===== src/rtl/score_scanner.sv =====
// Scoreboard controller: converts two 0-99 scores to decimal digits with a
// subtract-by-ten engine and time-multiplexes four digits onto one decoder bus.
module score_scanner #(
  parameter int SCAN_DIV = 1024,
  parameter int BLANK    = 16
) (
  input  logic       clk,
  input  logic       reset,
  input  logic       load,
  input  logic [6:0] score_a,
  input  logic [6:0] score_b,
  output logic       busy,
  output logic [3:0] digit_value,
  output logic [3:0] digit_sel,
  output logic       blank,
  output logic [1:0] dbg_state
);

  localparam int CW = $clog2(SCAN_DIV);
  localparam logic [CW-1:0] CNT_MAX = CW'(SCAN_DIV - 1);
  localparam logic [CW:0]   BLANK_C = (CW + 1)'(BLANK);

  typedef enum logic [1:0] {
    IDLE   = 2'd0,
    CONV_A = 2'd1,
    CONV_B = 2'd2,
    COMMIT = 2'd3
  } state_t;

  state_t state, state_nxt;

  logic [6:0] rem;
  logic [6:0] wb;
  logic [3:0] tens;
  // Digit order in both arrays matches the slot map: A tens, A ones, B tens, B ones.
  logic [3:0][3:0] shadow;
  logic [3:0][3:0] disp;

  logic [CW-1:0] cnt;
  logic [1:0]    slot;
  logic          tens_zero;

  function automatic logic [6:0] sat99(input logic [6:0] v);
    return (v > 7'd99) ? 7'd99 : v;
  endfunction

  always_ff @(posedge clk) begin
    if (reset) state <= IDLE;
    else       state <= state_nxt;
  end

  always_comb begin
    state_nxt = state;
    case (state)
      IDLE:    if (load) state_nxt = CONV_A;
      CONV_A:  if (rem < 7'd10) state_nxt = CONV_B;
      CONV_B:  if (rem < 7'd10) state_nxt = COMMIT;
      COMMIT:  state_nxt = IDLE;
      default: state_nxt = IDLE;
    endcase
  end

  always_ff @(posedge clk) begin
    if (reset) begin
      rem    <= '0;
      wb     <= '0;
      tens   <= '0;
      shadow <= '0;
      disp   <= '0;
    end else begin
      case (state)
        IDLE: begin
          if (load) begin
            rem  <= sat99(score_a);
            wb   <= sat99(score_b);
            tens <= '0;
          end
        end
        CONV_A, CONV_B: begin
          if (rem >= 7'd10) begin
            rem  <= rem - 7'd10;
            tens <= tens + 4'd1;
          end else begin
            // Remainder below ten is the ones digit; A hands over to B here.
            if (state == CONV_A) begin
              shadow[0] <= tens;
              shadow[1] <= rem[3:0];
              rem       <= wb;
            end else begin
              shadow[2] <= tens;
              shadow[3] <= rem[3:0];
            end
            tens <= '0;
          end
        end
        COMMIT:  disp <= shadow;
        default: ;
      endcase
    end
  end

  always_ff @(posedge clk) begin
    if (reset) begin
      cnt  <= '0;
      slot <= '0;
    end else if (cnt == CNT_MAX) begin
      cnt  <= '0;
      slot <= slot + 2'd1;
    end else begin
      cnt <= cnt + 1'b1;
    end
  end

  assign busy        = (state != IDLE);
  assign dbg_state   = state;
  assign digit_value = disp[slot];
  assign tens_zero   = ((slot == 2'd0) || (slot == 2'd2)) && (disp[slot] == 4'd0);
  assign blank       = ({1'b0, cnt} < BLANK_C) || tens_zero;
  assign digit_sel   = blank ? 4'b0000 : (4'b0001 << slot);

endmodule

===== config.mk =====
export PLATFORM = sky130hd
export DESIGN_NAME = score_scanner
export DESIGN_NICKNAME = d
export VERILOG_FILES = /design/src/rtl/score_scanner.sv
export SDC_FILE = /design/constraint.sdc
export NUM_CORES = 1
export LEC_CHECK = 0
export ABC_AREA = 1
export BUFFER_PORTS_ARGS = -buffer_cell sky130_fd_sc_hd__buf_2
export CAP_MARGIN = 15
export CORE_ASPECT_RATIO = 2
export CORE_MARGIN = 2
export CORE_UTILIZATION = 50
export CTS_CLUSTER_DIAMETER = 150
export DETAILED_ROUTE_END_ITERATION = 6
export PLACE_DENSITY = 0.79
export SLEW_MARGIN = 20
export SYNTH_ARGS = -nofsm -noshare
export SYNTH_HDL_FRONTEND = slang
export SYNTH_SLANG_ARGS = --single-unit

===== constraint.sdc =====
create_clock -name clk -period 4 [get_ports clk]
set_input_delay 0.4 -clock clk [delete_from_list [all_inputs] [get_ports clk]]
set_output_delay 0.4 -clock clk [all_outputs]
set_load 0.02 [all_outputs]

==> summary.txt, run 1 <==
Power and ir drop
  • Internal power: 1550 uW
  • Comb pwr share: 35.9%
  • Switching part of the total power: 39.5%
  • VDD IR max: 0.610 mV
  • LEAKAGE: 0.00156 uW
  • Clk pwr share: 30.6%
  • Pwr dens: 715 nW/um^2
  • Net Sw Power: 1010 uW
  • Sequential share of power: 33.6%

Logic synthesis
  • Mapped Nets: 460
  • Asr flop ratio synth: 0%
  • Yosys top cell area share: 40.6%
  • Post-synth EDFFs: 0
  • Syn Area/Cell: 7.30 sq um
  • Synth Flop Type: dfxtp_1
  • Yosys reg bits: 64
  • Synth top area cells: dfxtp_1, nand2_1, nor2_1
  • Cell Area, Synth: 3150 sq um
  • Post-Synthesis Cells: 432
  • Synth warnings: 0
  • Yosys cell types: 33
  • Synth area leader: dfxtp_1
  • Seq/Total Area, Yosys: 40.6%

Routing
  • DRT Wirelength: 6520 um
  • Drt wl/cell: 12.0 um
  • Vias per inst: 5.03
  • Routed vias: 2744
  • Post-route ant nets: 0
  • DR pass1 iterations: 6
  • Drt drc: 0
  • Starting DRT DRC Count: 162

Clock tree
  • H-tree depth: 3
  • Worst-path clk slew: 0.06 ns
  • Setup Fix Bufs, Post-CTS: 0
  • CTS resizes: 0
  • Hold buffers post-CTS: 0
  • Worst-skew pair later-pin latency: 0.33 ns
  • Deepest clock path buffer count: 2
  • Root Buffer: clkbuf_16
  • CTS tree: done
  • Cts bufs inserted: 9
  • CTS Sinks: 64

Timing
  • RSZ-0062 raised after global routing: false
  • Endpoints failing hold: 0
  • Crit path time final: 2.34 ns
  • # setup viols final: 0
  • Fin crit share: 58.5%
  • Slew @ Worst Pin: 0.996 ns
  • Final setup TNS: 0 ns
  • F_max: 428 MHz
  • Hold WS: 0.328 ns
  • Clock skew: 0.00701 ns
  • Max Transition Viols Final: 0
  • Slew HR: 33.5%

GRT
  • Initial antenna violation count: 0
  • GRT Residual Overflow: 0
  • Vias in the first global route: 2618
  • Total GRT Usage: 21.1%
  • First-pass GRT wire length: 11300 um
  • Pin count of the biggest net entering global routing: 41

Status
  • Status: completed

Setup path
  • Crit path depth: 8
  • Top cell family by delay on the critical path: flip-flops
  • Worst setup SP type: flop
  • Worst Path Buf+Inv: 2
  • FF-to-FF path depth: 7
  • Crit-path cells: inv_2 -> nor2_1 -> nor2_1 -> o21ai_0 -> nand4_1 -> o21bai_2 -> nor2_1 -> buf_2
  • Slowest CP cell: dfxtp_1
  • Crit path DAT: 1.94 ns
  • Crit-path most repeated cell: nor2_1
  • Critical path type: flop to output pin
  • Critical Path RT: 3.60 ns
  • Crit end category: output pin
  • Max stage delay on crit path: 0.55 ns
  • Crit-path max FO: 12

Layout
  • Layout cells sized above 1: 14.8%
  • Final core occ: 57.8%
  • Most frequent cells in the layout: nand2_1, dfxtp_1, nor2_1
  • Synth-to-layout area growth: 13.7%
  • Nets: 482
  • Commonest non-fill, non-tap cell in the layout: nand2_1
  • Fin cells: 545
  • Antenna diode instance count: 0

Run
  • Max cap viols: 0

Floorplanning
  • Die Area: 7000 sq um
  • Std cell rows: 41
  • Die Y: 116 um
  • Core ar.: 6210 sq um
  • Num ports: 29
  • Die W: 60.2 um
  • Initial Util: 50.8%

Placement
  • Post-Place Cells: 529
  • Routability cong.: 0.811
  • Port bufs: 28
  • DP HPWL: 4570 um

Min path
  • Hold Crit Class: primary input to flop
  • Min-Delay Path Depth: 3
==> final cells by class <==
| cell class | count | area [sq um] |
|---|---|---|
| fillers | 564 | 2620 |
| clock buffers | 9 | 225 |
| repair buffers | 28 | 140 |
| multi-input cells | 306 | 1590 |
| clock inverters | 7 | 76.3 |
| inverters | 45 | 169 |
| well taps | 86 | 108 |
| flip-flops and latches | 64 | 1280 |
==> cell usage after synthesis, types with 2 or more instances <==
library cell	count
nor2_4	4
buf_2	3
nor2_1	62
inv_1	39
a21oi_1	39
nand2_4	3
o21ai_0	36
ha_1	11
clkbuf_1	6
buf_6	5
nor3_1	6
nand2_2	6
nand3_1	37
dfxtp_1	64
nand2_1	78
nand4_1	3
inv_2	5
xnor2_1	2
xor2_1	6
buf_4	3
nand3b_1	2
==> path summary, 6_finish.rpt <==
kind                                   start           end  slack, ns
worst max-delay path                 slot[0]  digit_sel[2]       1.66
worst min-delay path              score_b[1]         wb[1]       0.33
worst max register to register  dbg_state[0]     shadow[4]       1.96
worst min register to register        cnt[0]        cnt[0]       0.44
==> cell families (layout without fill, tap and decap cells) <==
logic type	after synthesis	in the layout	synth area share [%]
adder cells (fa/ha/maj)	11	11	4.36
AND/OR/NAND/NOR	206	206	30.2
buffers and inverters	62	89	9.04
XOR/XNOR	8	8	2.22
AO/OA/AOI/OAI	81	81	13.6
flip-flops	64	64	40.6
==> tightest hold or removal path: cells and delay by family <==
kind | cells | cell delay [ns]
compound gates | 1 | 0.11
buf+inv | 1 | 0.07
simple gates | 1 | 0.03
==> through the flow <==
step                      setup slack, ns  cell area [sq um]  total power, uW
final                                1.66               3590             2570
after global routing                 1.50               3590             2760
after CTS                            1.65               3590             2580
after detailed placement             1.92               3290             1790
after global placement               1.91               3290             1770
after floorplan                      2.11               3150             1660
==> power by group through the flow <==
stage | combinational, uW | clock (uW) | sequential, uW
6_report | 921 | 784 | 861
2_1_floorplan | 808 | 0 | 850
3_5_place_dp | 913 | 0 | 872
4_1_cts | 923 | 794 | 860
5_1_grt | 1050 | 828 | 876
3_3_place_gp | 901 | 0 | 868
==> registers in the layout, indices dropped and copies added, names as in the netlist <==
register,count
cnt,10
dbg_state,2
disp,16
rem,7
shadow,16
slot,2
tens,4
wb,7
==> routing by layer <==
metal | track usage, % | routed length, um
met1 | 25.4 | 2920
met2 | 34.3 | 3220
met3 | 4.10 | 199
met4 | 11.6 | 187
met5 | 0 | 0
(Power assumes the default switching activity.)
==> run 2, diff against run 1 <==
clock period = 2.2 ns   (was 4 ns; I/O delays follow)
==> summary.txt, run 2 (same netlist as run 1, synthesis figures left out) <==
Timing
  • Crit path time final: 2.00 ns
  • F_max: 499 MHz
  • RSZ-0062 raised after global routing: false
  • Slew @ Worst Pin: 0.426 ns
  • Clock skew: 0.00738 ns
  • Final setup TNS: 0 ns
  • Slew HR: 71.2%
  • Endpoints failing hold: 0
  • # setup viols final: 0
  • Max Transition Viols Final: 0
  • Fin crit share: 91.1%
  • PnR worst setup slack: 0.196 ns

Setup path
  • Max stage delay on crit path: 0.50 ns
  • Reg2Reg Setup Slack: 0.43 ns
  • Worst setup SP type: flop
  • Slowest CP cell: dfxtp_1
  • Critical Path RT: 1.98 ns
  • Critical path type: flop to output pin
  • Crit-path max FO: 9
  • Crit end category: output pin
  • RR Endpoint: tens[0]
  • FF-to-FF path depth: 7
  • Crit-path most repeated cell: inv_1
  • Top cell family by delay on the critical path: flip-flops
  • Worst Path Buf+Inv: 3
  • Crit-path cells: inv_1 -> ha_1 -> inv_1 -> nand2_1 -> nand4_1 -> o21bai_2 -> nor2_1 -> buf_2
  • Reg2reg start: dbg_state[0]
  • Crit path DAT: 1.78 ns

Floorplanning
  • Std cell rows: 41
  • Die W: 60.2 um
  • Die Area: 7000 sq um
  • Initial Util: 50.8%
  • Die Y: 116 um
  • Core ar.: 6210 sq um
  • Num ports: 29

Placement
  • Post-Place Cells: 536
  • DP HPWL: 4820 um
  • DP Worst Slack: 0.438 ns
  • Port bufs: 28
  • Routability cong.: 0.892
  • Post-DP Area: 3340 sq um

Run
  • Max cap viols: 0

Layout
  • Fin area: 3690 sq um
  • Final core occ: 59.4%
  • Fin cells: 552
  • Regs by FF count: disp (16), shadow (16), cnt (10)
  • Layout cells sized above 1: 16.3%
  • Number of fill cells: 552
  • Commonest non-fill, non-tap cell in the layout: nand2_1
  • Most frequent cells in the layout: nand2_1, dfxtp_1, nor2_1
  • Nets: 489
  • Antenna diode instance count: 0
  • Synth-to-layout area growth: 17.0%

Status
  • Status: completed

Min path
  • WHS Endpoint: wb[0]
  • HP Start: score_b[0]
  • Min-Delay Path Depth: 3
  • Hold Crit Class: primary input to flop

Power and ir drop
  • Pwr dens: 1350 nW/um^2
  • VDD IR max: 1.03 mV
  • LEAKAGE: 0.00162 uW

Routing
  • Routed vias: 2785
  • DR pass1 iterations: 5
  • Starting DRT DRC Count: 109
  • DRT Wirelength: 6590 um
  • Post-route ant nets: 0
  • Drt drc: 0
  • Vias per inst: 5.05
  • Drt wl/cell: 11.9 um

GRT
  • Pin count of the biggest net entering global routing: 24
  • Vias in the first global route: 2632
  • First-pass GRT wire length: 11200 um
  • Initial antenna violation count: 0
  • GRT Residual Overflow: 0
  • Total GRT Usage: 20.8%

Clock tree
  • Setup Fix Bufs, Post-CTS: 0
  • Deepest clock path buffer count: 2
  • CTS Sinks: 64
  • Worst-path clk slew: 0.06 ns
  • H-tree depth: 3
  • Root Buffer: clkbuf_16
  • Worst-skew pair later-pin latency: 0.32 ns
  • Cts bufs inserted: 9
  • CTS tree: done
==> run 2: cell types whose count changed in the layout (fill, tap and decap cells not counted) <==
cell | previous run | this run
dfxtp_2 | 0 | 1
dfxtp_1 | 64 | 63
clkinv_4 | 0 | 1
clkinv_2 | 1 | 0
buf_4 | 0 | 7
bufinv_16 | 1 | 3
clkinvlp_4 | 2 | 0
==> run 2: area by class of cell <==
cell class / count / area, sq um / share of cell area, %
clock buffers: 9 / 225 / 6.10
clock inverters: 7 / 125 / 3.39
inverters: 45 / 169 / 4.58
multi-input cells: 306 / 1590 / 43.0
flip-flops and latches: 64 / 1280 / 34.8
well taps: 86 / 108 / 2.92
repair buffers: 35 / 193 / 5.22
==> run 2: how the worst max path moves through the flow <==
stage	start	end	depth (start not counted)
2_1_floorplan	dbg_state[0]	shadow[1]	9
3_3_place_gp	slot[0]	digit_sel[1]	8
3_5_place_dp	slot[0]	digit_sel[1]	8
4_1_cts	slot[0]	digit_sel[1]	8
5_1_grt	slot[1]	digit_sel[2]	8
6_report	slot[1]	digit_sel[1]	8
==> run 2: what timing repair did <==
| action | CTS | global route |
|---|---|---|
| resized for setup | 0 | 1 |
| hold buffers | 0 | 0 |
| setup endpoints to repair | 0 | 5 |
==> run 2: worst reg2reg max path: stages (launching register included) <==
cell,delay [ns]
dfxtp_1,0.39
inv_1,0.08
ha_1,0.32
inv_2,0.12
o21ai_2,0.32
inv_2,0.11
or2_0,0.22
a21oi_1,0.13
==> run 2: through the flow <==
stage                     total power [uW]  hold slack (ns)
after floorplan                       3010            0.380
after CTS                             4990            0.165
after global routing                  5290            0.178
final                                 4960            0.167
after detailed placement              3330            0.440
after global placement                3300            0.432
==> run 2: power breakdown <==
group / switching [uW] / total, uW / internal, uW
Clock: 529 / 1650 / 1120
Sequential: 166 / 1560 / 1390
Combinational: 1170 / 1760 / 591
Total: 1860 / 4960 / 3100
==> run 2: layer usage <==
metal  wire [um]  vias up  track usage, %
li1            -     1455               -
met2        3280       49            35.2
met1        2970     1264            24.7
met4         176        0            9.04
met5           0        -               0
met3         162       17            4.10
==> run 3, diff against run 2 <==
PLACE_DENSITY = 0.7   (was 0.79)
==> summary.txt, run 3 (same netlist as run 1, synthesis figures left out) <==
Placement
  • DP HPWL: 4770 um
  • Port bufs: 28
  • Routability cong.: 0.874
  • Post-Place Cells: 535
  • Post-DP Area: 3330 sq um

Routing
  • DRT Wirelength: 6590 um
  • Drt wl/cell: 12.0 um
  • DR pass1 iterations: 4
  • Routed vias: 2765
  • Drt drc: 0
  • Post-route ant nets: 0
  • Vias per inst: 5.02
  • Starting DRT DRC Count: 106

Timing
  • Final setup TNS: 0 ns
  • Slew HR: 69.1%
  • RSZ-0062 raised after global routing: false
  • Endpoints failing hold: 0
  • Max Transition Viols Final: 0
  • Clock skew: 0.00596 ns
  • # setup viols final: 0
  • Slew @ Worst Pin: 0.457 ns
  • F_max: 494 MHz
  • Crit path time final: 2.03 ns
  • Fin crit share: 92.1%

Layout
  • Commonest non-fill, non-tap cell in the layout: nand2_1
  • Most frequent cells in the layout: nand2_1, dfxtp_1, nor2_1
  • Antenna diode instance count: 0
  • Fin area: 3610 sq um
  • Synth-to-layout area growth: 14.5%
  • Layout cells sized above 1: 16.1%
  • Regs by FF count: disp (16), shadow (16), cnt (10)
  • Nets: 488
  • Final core occ: 58.2%
  • Fin cells: 551

Floorplanning
  • Die Y: 116 um
  • Std cell rows: 41
  • Initial Util: 50.8%
  • Num ports: 29
  • Die Area: 7000 sq um
  • Core ar.: 6210 sq um
  • Die W: 60.2 um

GRT
  • Pin count of the biggest net entering global routing: 26
  • Vias in the first global route: 2484
  • Initial antenna violation count: 0
  • Total GRT Usage: 21.4%
  • GRT Residual Overflow: 0
  • First-pass GRT wire length: 11100 um

Min path
  • Min-Delay Path Depth: 3
  • HP Start: score_b[2]
  • Hold Crit Class: primary input to flop
  • WHS Endpoint: wb[2]

Setup path
  • Critical path type: flop to output pin
  • Worst setup SP type: flop
  • Crit end category: output pin
  • FF-to-FF path depth: 7
  • Reg2Reg Setup Slack: 0.49 ns
  • Crit-path max FO: 9
  • RR Endpoint: rem[2]
  • Reg2reg start: dbg_state[0]
  • Crit path DAT: 1.81 ns
  • Critical Path RT: 1.98 ns

Power and ir drop
  • VDD IR max: 0.881 mV
  • Pwr dens: 1270 nW/um^2
  • LEAKAGE: 0.00158 uW
  • Total power: 4600 uW

Clock tree
  • Hold buffers post-CTS: 0
  • Worst-path clk slew: 0.06 ns
  • Cts bufs inserted: 9
  • Deepest clock path buffer count: 2
  • Worst-skew pair later-pin latency: 0.33 ns
  • Root Buffer: clkbuf_16
  • CTS Sinks: 64
  • H-tree depth: 3
  • CTS tree: done

Status
  • Status: completed

Run
  • Max cap viols: 0
-- run 3: layer usage --
layer	vias to the layer above	part of all wire [%]	global-route usage, %
met5	-	0	0
met4	0	1.9	11.9
met3	10	2.3	3.99
met2	24	49	33.2
met1	1269	47	27.4
li1	1462	-	-
-- run 3: through the flow --
stage               hold slack [ns]  setup WS (ns)
floorplan                     0.380          0.450
global placement              0.432          0.344
detailed placement            0.445          0.397
CTS                           0.157         0.0194
global route                  0.176         0.0123
finish                        0.168          0.174
-- run 3: layout make-up --
type,count,area [sq um]
Inverter,45,169
Timing Repair Buffer,34,185
Fill cell,583,2590
Clock buffer,9,225
Tap cell,86,108
Sequential cell,64,1280
Multi-Input combinational cell,306,1600
Clock inverter,7,47.5
-- run 3: how the worst max path moves through the flow --
stage	from	slack, ns	cells past startpoint	end
floorplan	dbg_state[0]	0.45	9	shadow[1]
global placement	slot[0]	0.34	8	digit_sel[3]
detailed placement	slot[0]	0.40	8	digit_sel[0]
CTS	slot[0]	0.02	8	digit_sel[0]
global route	slot[0]	0.01	8	digit_sel[2]
finish	slot[1]	0.17	8	digit_sel[0]
-- run 3: critical path, cell delays in order, from the launching register on --
cell,delay [ns]
dfxtp_1,0.50
inv_1,0.17
ha_1,0.21
inv_1,0.07
nand2_1,0.05
nand4_1,0.13
o21bai_4,0.09
nor2_1,0.09
buf_2,0.16
-- run 3: where the power goes --
| group | switching [uW] | internal, uW |
|---|---|---|
| combinational | 1160 | 591 |
| clock | 536 | 760 |
| sequential | 167 | 1390 |
-- run 3: repair_timing --
item | 4_1_cts | 5_1_grt
gates resized for setup | 0 | 2
hold endpoints to repair | 0 | 0
setup endpoints to repair | 0 | 5
buffers inserted | 0 | 0
